<file path="config.mk">
export PLATFORM = sky130hd
export DESIGN_NAME = instr_fetch_unit_flat
export DESIGN_NICKNAME = d
export VERILOG_FILES = /design/src/rtl/instr_fetch_unit_if.sv /design/src/rtl/instr_fetch_unit.sv /design/src/flat_wrapper.sv
export SDC_FILE = /design/constraint.sdc
export NUM_CORES = 1
export LEC_CHECK = 0
export ABC_CLOCK_PERIOD_IN_PS = 4750
export CORE_MARGIN = 5
export CORE_UTILIZATION = 45
export CTS_BUF_LIST = sky130_fd_sc_hd__clkbuf_16
export DETAILED_ROUTE_END_ITERATION = 16
export GPL_TIMING_DRIVEN = 0
export MAX_ROUTING_LAYER = met4
export PLACE_DENSITY = 0.88
export SLEW_MARGIN = 5
export SYNTH_ARGS = -nofsm -noshare
export SYNTH_HDL_FRONTEND = slang
export SYNTH_SLANG_ARGS = --single-unit
</file>
<file path="constraint.sdc">
create_clock -name clk -period 4.75 [get_ports clk]
set_clock_uncertainty 0.15 [all_clocks]
set_input_delay 0.7125 -clock clk [delete_from_list [all_inputs] [get_ports clk]]
set_output_delay 0.7125 -clock clk [all_outputs]
set_load 0.01 [all_outputs]
</file>
<file path="src/rtl/instr_fetch_unit_if.sv">
// Fetch-side bundle: instruction-RAM address/data plus the decode handshake.
// The fetch unit uses the master modport; the CPU/RAM side uses slave.
interface instr_fetch_unit_if;
  logic        clk_enable;
  logic        redirect_valid;
  logic [31:0] redirect_target;
  logic [31:0] instr_readdata;
  logic [31:0] instr_address;
  logic [31:0] instr_word;
  logic [31:0] pc_plus8;
  logic        in_delay_slot;
  logic        active;
  logic        fault;

  modport master (
    input  clk_enable,
    input  redirect_valid,
    input  redirect_target,
    input  instr_readdata,
    output instr_address,
    output instr_word,
    output pc_plus8,
    output in_delay_slot,
    output active,
    output fault
  );

  modport slave (
    output clk_enable,
    output redirect_valid,
    output redirect_target,
    output instr_readdata,
    input  instr_address,
    input  instr_word,
    input  pc_plus8,
    input  in_delay_slot,
    input  active,
    input  fault
  );
endinterface

</file>
<file path="src/rtl/instr_fetch_unit.sv">
// Program-counter owner for a combinational-read instruction RAM, with MIPS
// branch-delay-slot sequencing, halt-on-jump-to-HALT_ADDR and misaligned-target faulting.
module instr_fetch_unit #(
  parameter logic [31:0] RESET_VECTOR = 32'hBFC00000,
  parameter logic [31:0] HALT_ADDR    = 32'h00000000
) (
  input  logic               clk,
  input  logic               reset,
  instr_fetch_unit_if.master bus
);

  typedef enum logic [1:0] {
    RUN    = 2'd0,
    DELAY  = 2'd1,
    HALTED = 2'd2,
    FAULT  = 2'd3
  } state_t;

  state_t      state;
  state_t      state_nxt;
  logic [31:0] pc;
  logic [31:0] pc_nxt;
  logic [31:0] pending;
  logic [31:0] pending_nxt;
  logic [31:0] pc_inc;
  logic        running;

  assign pc_inc  = pc + 32'd4;
  assign running = (state == RUN) || (state == DELAY);

  always_ff @(posedge clk or posedge reset) begin
    if (reset) begin
      state   <= RUN;
      pc      <= RESET_VECTOR;
      pending <= '0;
    end else begin
      state   <= state_nxt;
      pc      <= pc_nxt;
      pending <= pending_nxt;
    end
  end

  always_comb begin
    state_nxt   = state;
    pc_nxt      = pc;
    pending_nxt = pending;
    if (bus.clk_enable) begin
      unique case (state)
        RUN: begin
          // Sequential wrap onto HALT_ADDR halts before that address is ever fetched,
          // even if a redirect arrives on the same edge.
          if (pc_inc == HALT_ADDR) begin
            state_nxt = HALTED;
            pc_nxt    = HALT_ADDR;
          end else begin
            pc_nxt = pc_inc;
            if (bus.redirect_valid) begin
              pending_nxt = bus.redirect_target;
              state_nxt   = DELAY;
            end
          end
        end
        DELAY: begin
          // A branch sitting in the delay slot is ignored; only the pending target matters.
          if (pending == HALT_ADDR) begin
            state_nxt = HALTED;
            pc_nxt    = HALT_ADDR;
          end else if (pending[1:0] != 2'b00) begin
            state_nxt = FAULT;
          end else begin
            state_nxt = RUN;
            pc_nxt    = pending;
          end
        end
        default: begin
          state_nxt = state;
        end
      endcase
    end
  end

  assign bus.instr_address = pc;
  assign bus.pc_plus8      = pc + 32'd8;
  assign bus.in_delay_slot = (state == DELAY);
  assign bus.active        = running;
  assign bus.fault         = (state == FAULT);
  assign bus.instr_word    = running ? bus.instr_readdata : 32'h0;

endmodule

</file>
<file path="src/flat_wrapper.sv">
// flat-port wrapper written by rule: the top's interface ports become plain ports
module instr_fetch_unit_flat 
#(
  parameter logic [31:0] RESET_VECTOR = 32'hBFC00000,
  parameter logic [31:0] HALT_ADDR    = 32'h00000000
)
  (clk, reset, bus_clk_enable, bus_redirect_valid, bus_redirect_target, bus_instr_readdata, bus_instr_address, bus_instr_word, bus_pc_plus8, bus_in_delay_slot, bus_active, bus_fault);
  instr_fetch_unit_if bus_i ();
  input  logic clk;
  input  logic reset;
  input wire logic [$bits(bus_i.clk_enable)-1:0] bus_clk_enable;
  input wire logic [$bits(bus_i.redirect_valid)-1:0] bus_redirect_valid;
  input wire logic [$bits(bus_i.redirect_target)-1:0] bus_redirect_target;
  input wire logic [$bits(bus_i.instr_readdata)-1:0] bus_instr_readdata;
  output wire logic [$bits(bus_i.instr_address)-1:0] bus_instr_address;
  output wire logic [$bits(bus_i.instr_word)-1:0] bus_instr_word;
  output wire logic [$bits(bus_i.pc_plus8)-1:0] bus_pc_plus8;
  output wire logic [$bits(bus_i.in_delay_slot)-1:0] bus_in_delay_slot;
  output wire logic [$bits(bus_i.active)-1:0] bus_active;
  output wire logic [$bits(bus_i.fault)-1:0] bus_fault;
  assign bus_i.clk_enable = bus_clk_enable;
  assign bus_i.redirect_valid = bus_redirect_valid;
  assign bus_i.redirect_target = bus_redirect_target;
  assign bus_i.instr_readdata = bus_instr_readdata;
  assign bus_instr_address = bus_i.instr_address;
  assign bus_instr_word = bus_i.instr_word;
  assign bus_pc_plus8 = bus_i.pc_plus8;
  assign bus_in_delay_slot = bus_i.in_delay_slot;
  assign bus_active = bus_i.active;
  assign bus_fault = bus_i.fault;
  instr_fetch_unit #(.RESET_VECTOR(RESET_VECTOR), .HALT_ADDR(HALT_ADDR)) u_core (.clk(clk), .reset(reset), .bus(bus_i));
endmodule
</file>
After elaboration in Yosys (flattened, before gate mapping) --
Index checks and enable logic that the tools add are counted.
Cells by class: add/sub/neg operators 2, equal/unequal tests 4, mux-type cells 10, bitwise gates (word level) 1, reduce and logical (&&, ||, !) cells 9
Operators with widths (count):
- $mux W32 | 4
- $logic_not A32 Y1 | 2
- $pmux W32 S2 | 1
- $add A32 B3 Y32 const B | 1
- $add A32 B4 Y32 const B | 1
- $mux W2 | 4
- $reduce_and A3 Y1 | 2
- $pmux W2 S2 | 1
- $reduce_and A4 Y1 | 1
- $reduce_bool A2 Y1 | 2
- $ne A3 B2 Y1 const B | 1
- $ne A3 B3 Y1 const B | 1
- $eq A2 B1 Y1 const B | 1
- $eq A2 B2 Y1 const B | 1
- $logic_not A2 Y1 | 1
- $logic_or A1 B1 Y1 | 1
- $not A1 Y1 | 1
Storage, ports and cells: register bits 66, input bits 68, output and inout bits 99, word-level logic and storage cells 29

Depth between registers and ports, before layout --
depth in word-level cells 4, mapped depth 13, gate-level depth less buffers 9

Worst setup path after synthesis --
OpenSTA, ideal clock, no wires.
kind reg-to-reg, start register u_core.pc[3] (netlist: u_core.bus.instr_address[3]), end register u_core.pending[0], arrival 3.303 ns, required time 4.475 ns, slack 1.172 ns, cell stages (with the launch flop) 14, path buffers 4, clock period less this slack 3.578 ns, path through dfrtp_1 ha_1 nand4_1 or4_4 buf_6 or2_0 buf_2 o31ai_2 nand4_1 or4_1 buf_6 nand2_8 buf_12 mux2_4
Between the ends: cells in the longest elaborated chain, start to end 4
Ends and longest elaborated chain:
- start, declared | RTL line instr_fetch_unit.sv:21 | logic [31:0] pc;
- start signal, assigned | RTL line instr_fetch_unit.sv:38 | pc <= pc_nxt;
- $add A32 B3 Y32 | RTL line instr_fetch_unit.sv:28 | assign pc_inc = pc + 32'd4;
- $logic_not A32 Y1 | RTL line instr_fetch_unit.sv:52 | if (pc_inc == HALT_ADDR) begin
- $not A1 Y1 (no source line)
- $reduce_and A4 Y1 (no source line)
- end signal, assigned | RTL line instr_fetch_unit.sv:39 | pending <= pending_nxt;
- end, declared | RTL line instr_fetch_unit.sv:23 | logic [31:0] pending;
No other way between the ends. A chain may end at the register's enable or synchronous reset.

Worst setup path in the final report --
start register u_core.pc[5] (netlist: u_core.bus.instr_address[5]), end output bus_pc_plus8[28]
Between the ends: cells in the longest elaborated chain, start to end 1
Ends and longest elaborated chain:
- $add A32 B4 Y32 | RTL line instr_fetch_unit.sv:83 | assign bus.pc_plus8 = pc + 32'd8;
- end, declared | RTL line flat_wrapper.sv:17 | output wire logic [$bits(bus_i.pc_plus8)-1:0] bus_pc_plus8;
No other way between the ends.

==> out/summary.txt <==
row cnt: 37
Clock transition at path regs: 0.06 ns
Synth Area in Compound Gates: 13.4%
clk_lat worst skew: 0.34 ns
initial antenna violation count: 0
Slew HR: 36.0%
placed cells: 853
worst-case reg-to-reg path depth: 10
Hold Fails Final Rpt: 0
Slew Limit Fails: 0
# clock sinks: 66
Tot GR Track Use: 30.3%
Antenna Nets Post-Route: 0
final period utilization: 87.9%
P_int: 1.13 mW
CP Max Fanout: 10
# IOs: 167
GR Overflow Total: 0
P_sw: 0.295 mW
register area share after synthesis: 34.7%
DRT Wirelength: 19200 um
synth-to-layout area growth: 45.6%
Core Box Area: 10400 um2
n_diodes: 0
Yosys top cell area share: 29.8%
PostCTS Resize Cnt: 0
CTS max path bufs: 2
largest net degree at the start of global routing: 67
crit start category: register
switching share of power: 20.7%
hold-fix buffers at CTS: 0
Num CTS Buffers: 9
critical path's slowest cell: nor3_1
Net Count, Synth: 622
worst r2r dst: u_core.bus.instr_address[0]
first-pass GRT wire length: 29300 um
area leader, netlist: dfrtp_1
WL per Instance: 22.1 um
sequential share of power: 39.4%
via density per instance: 6.06
die area: 12800 um2
multi-input logic area: 2780 um2
ranking of synthesized cells by area: dfrtp_1, mux2_4, xnor2_1, dfstp_2, nor2b_1
combinational family with the most area after synthesis: simple AND/OR/NAND/NOR gates
HPWL Detailed: 14500 um
Synth Warn #: 0
Cell Chain, Critical Path: buf_2 -> and2_1 -> nand4_1 -> nor3_1 -> nand3_1 -> nor2_1 -> xor2_1 -> clkdlybuf4s50_1
crit end category: output port
Die Wd: 113 um
gp weighted congestion: 0.976
syn avg cell area: 8.69 um2
Overall Power: 1.43 mW
Finished Layout Cells: 869
layout cells sized above 1: 11.5%
Buf+Inv Stages, Crit Path: 2
CP max stage delay: 0.70 ns
Synth Area in XOR/XNOR: 7.86%
CP endpoint: bus_pc_plus8[28]
adder-cell share of the synthesized area: 0.783%
count of cell types in the netlist: 54
Max Cap Viol: 0
multiplexer area fraction after synthesis: 10.0%
Seq cells post-synth: 66
leak pwr: 2.82 nW
f_max: 0.240 GHz
Setup Buffers After CTS: 0
Starting Density: 46.2%
CTS tree: yes
residual DRC count: 0
vias in the first global route: 5302
critical path arrival: 3.31 ns
status: finished clean
Reg area: 1660 um2
Placement Setup Slack: 0.754 ns
Crit path depth: 8
r2r setup slk: 0.60 ns
Worst Tran Pin Value: 0.960 ns
Worst VDD drop: 208 uV
Starting DRT DRC Count: 539
Final Core Density: 67.3%
kind of cell adding the most delay to the critical path: simple AND/OR/NAND/NOR gates
H-tree Lvls: 3
Comb power frac: 5.0%
port buffer count: 166
drt pass-1 iters: 6
clock network power share: 55.6%
final critical-path required period: 4.17 ns
total of fill cells in the finished design: 820
# setup viols final: 0
cell area after synthesis: 4790 um2
worst setup margin: 0.577 ns
Fin Setup TNS: 0 ns
FF-to-FF Start: u_core.bus.instr_address[4]
required time worst endpoint: 3.89 ns
root cell of the clock tree: clkbuf_16
die height: 113 um
Worst Setup SP: u_core.bus.instr_address[5]
critical path type: reg -> out
RSZ-0062 raised after global routing: false
Power Density: 204 nW/um2
min-delay worst type: reg -> reg
Final #Nets: 799
Synth Area in Simple Gates: 26.0%
Post-Syn Instances: 551
DR vias: 5268
worst reg2reg max path: stages (launching register included):
cell and delay (ns):
dfrtp_1 0.54, ha_1 0.36, nand3_1 0.23, nor4_2 0.66, nand3_1 0.16, a2111oi_0 0.59
nand4_1 0.14, or4_1 0.42, buf_6 0.18, nand2_1 0.40, a21boi_0 0.17
worst min path at each step:
stage,depth (start not counted),slack [ns],from,endpoint
floorplan,2,0.35,u_core.pending[25],u_core.bus.instr_address[25]
global placement,1,0.36,u_core.pending[1],u_core.pending[1]
detailed placement,1,0.37,u_core.pending[0],u_core.pending[0]
CTS,1,0.39,u_core.pending[0],u_core.pending[0]
global route,1,0.41,u_core.pending[3],u_core.pending[3]
finish,1,0.39,u_core.pending[0],u_core.pending[0]
cell families (layout without fill, tap and decap cells):
kind of cell               count (synthesis)  after routing
xor gates and xnor gates                  43             43
and+or+nand+nor                          229            229
buffers and inverters                     67            249
DFF                                       66             66
adders and majority gates                  3              3
AOI/OAI and AO/OA                        110            110
muxes                                     33             33
state kept, by name, summed over array words and instances, names as in the netlist:
signal	count
u_core.pending	32
u_core.bus.instr_address	32
u_core.state	2
synthesized netlist by cell type (all sizes together):
cell type	count
xnor2	28
nand3	21
dfrtp	57
nor3b	3
xor2	15
inv	15
nand2b	3
and2	4
nand4	23
nor2b	34
nor4	15
a32oi	3
dfstp	9
mux2	32
o211ai	1
or4	5
a21oi	41
o22ai	13
a22oi	2
clkbuf	32
a2111oi	1
o21ai	28
o32ai	1
a2bb2oi	1
a211oi	1
a31oi	7
o21a	1
a311oi	1
and3	3
a21o	3
nor3	24
mux2i	1
or2	3
and4	5
buf	20
o31ai	3
nor2	32
o311ai	1
ha	3
nand3b	1
a21boi	2
or3	6
nand2	47
cells in the final DEF, fill, tap and decap left out, types with 3 or more instances in the layout:
cell               n
clkdlybuf4s50_1  166
dfrtp_1           57
nand2_1           46
a21oi_1           41
nor2b_1           34
clkbuf_1          32
nor2_1            32
mux2_4            29
o21ai_0           28
xnor2_1           28
nor3_1            24
nand4_1           22
nand3_1           21
xor2_1            15
inv_1             14
nor4_1            14
o22ai_1           13
clkbuf_16          9
dfstp_2            9
buf_2              8
a31oi_1            7
buf_4              6
or3_1              6
and4_1             5
and2_1             4
or4_1              4
a21o_1             3
nor3b_1            3
and3_1             3
nand2b_1           3
a32oi_1            3
buf_12             3
mux2_2             3
ha_1               3
clkinv_4           3
bufinv_16          3
layout make-up:
type,instances,area share [%]
Buffer,52,4.18
Clock buffer,9,3.23
Clock inverter,7,1.79
Inverter,15,0.843
Multi-Input combinational cell,418,39.9
Sequential cell,66,23.8
Tap cell,136,2.44
Timing Repair Buffer,166,23.8
power by group through the flow:
stage	Clock (mW)	Combinational (mW)	Sequential, mW
finish	0.793	0.0708	0.563
global route	0.823	0.0765	0.562
CTS	0.795	0.0721	0.563
detailed placement	0	0.0720	0.573
global placement	0	0.0693	0.573
floorplan	0	0.0126	0.573
metal layers:
metal / global-route usage, % / routed length [um]
met5: - / 0
met3: 5.35 / 1910
met2: 48.4 / 9110
met4: 11.3 / 726
met1: 38.6 / 7440
per-stage QoR:
stage,instance area (um2),hold slack (ns)
after floorplan,4790,0.345
after global placement,6620,0.365
after detailed placement,6630,0.371
after CTS,6980,0.386
after global routing,6980,0.408
final,6980,0.385
Note: power is estimated with default switching activity, not from simulation.
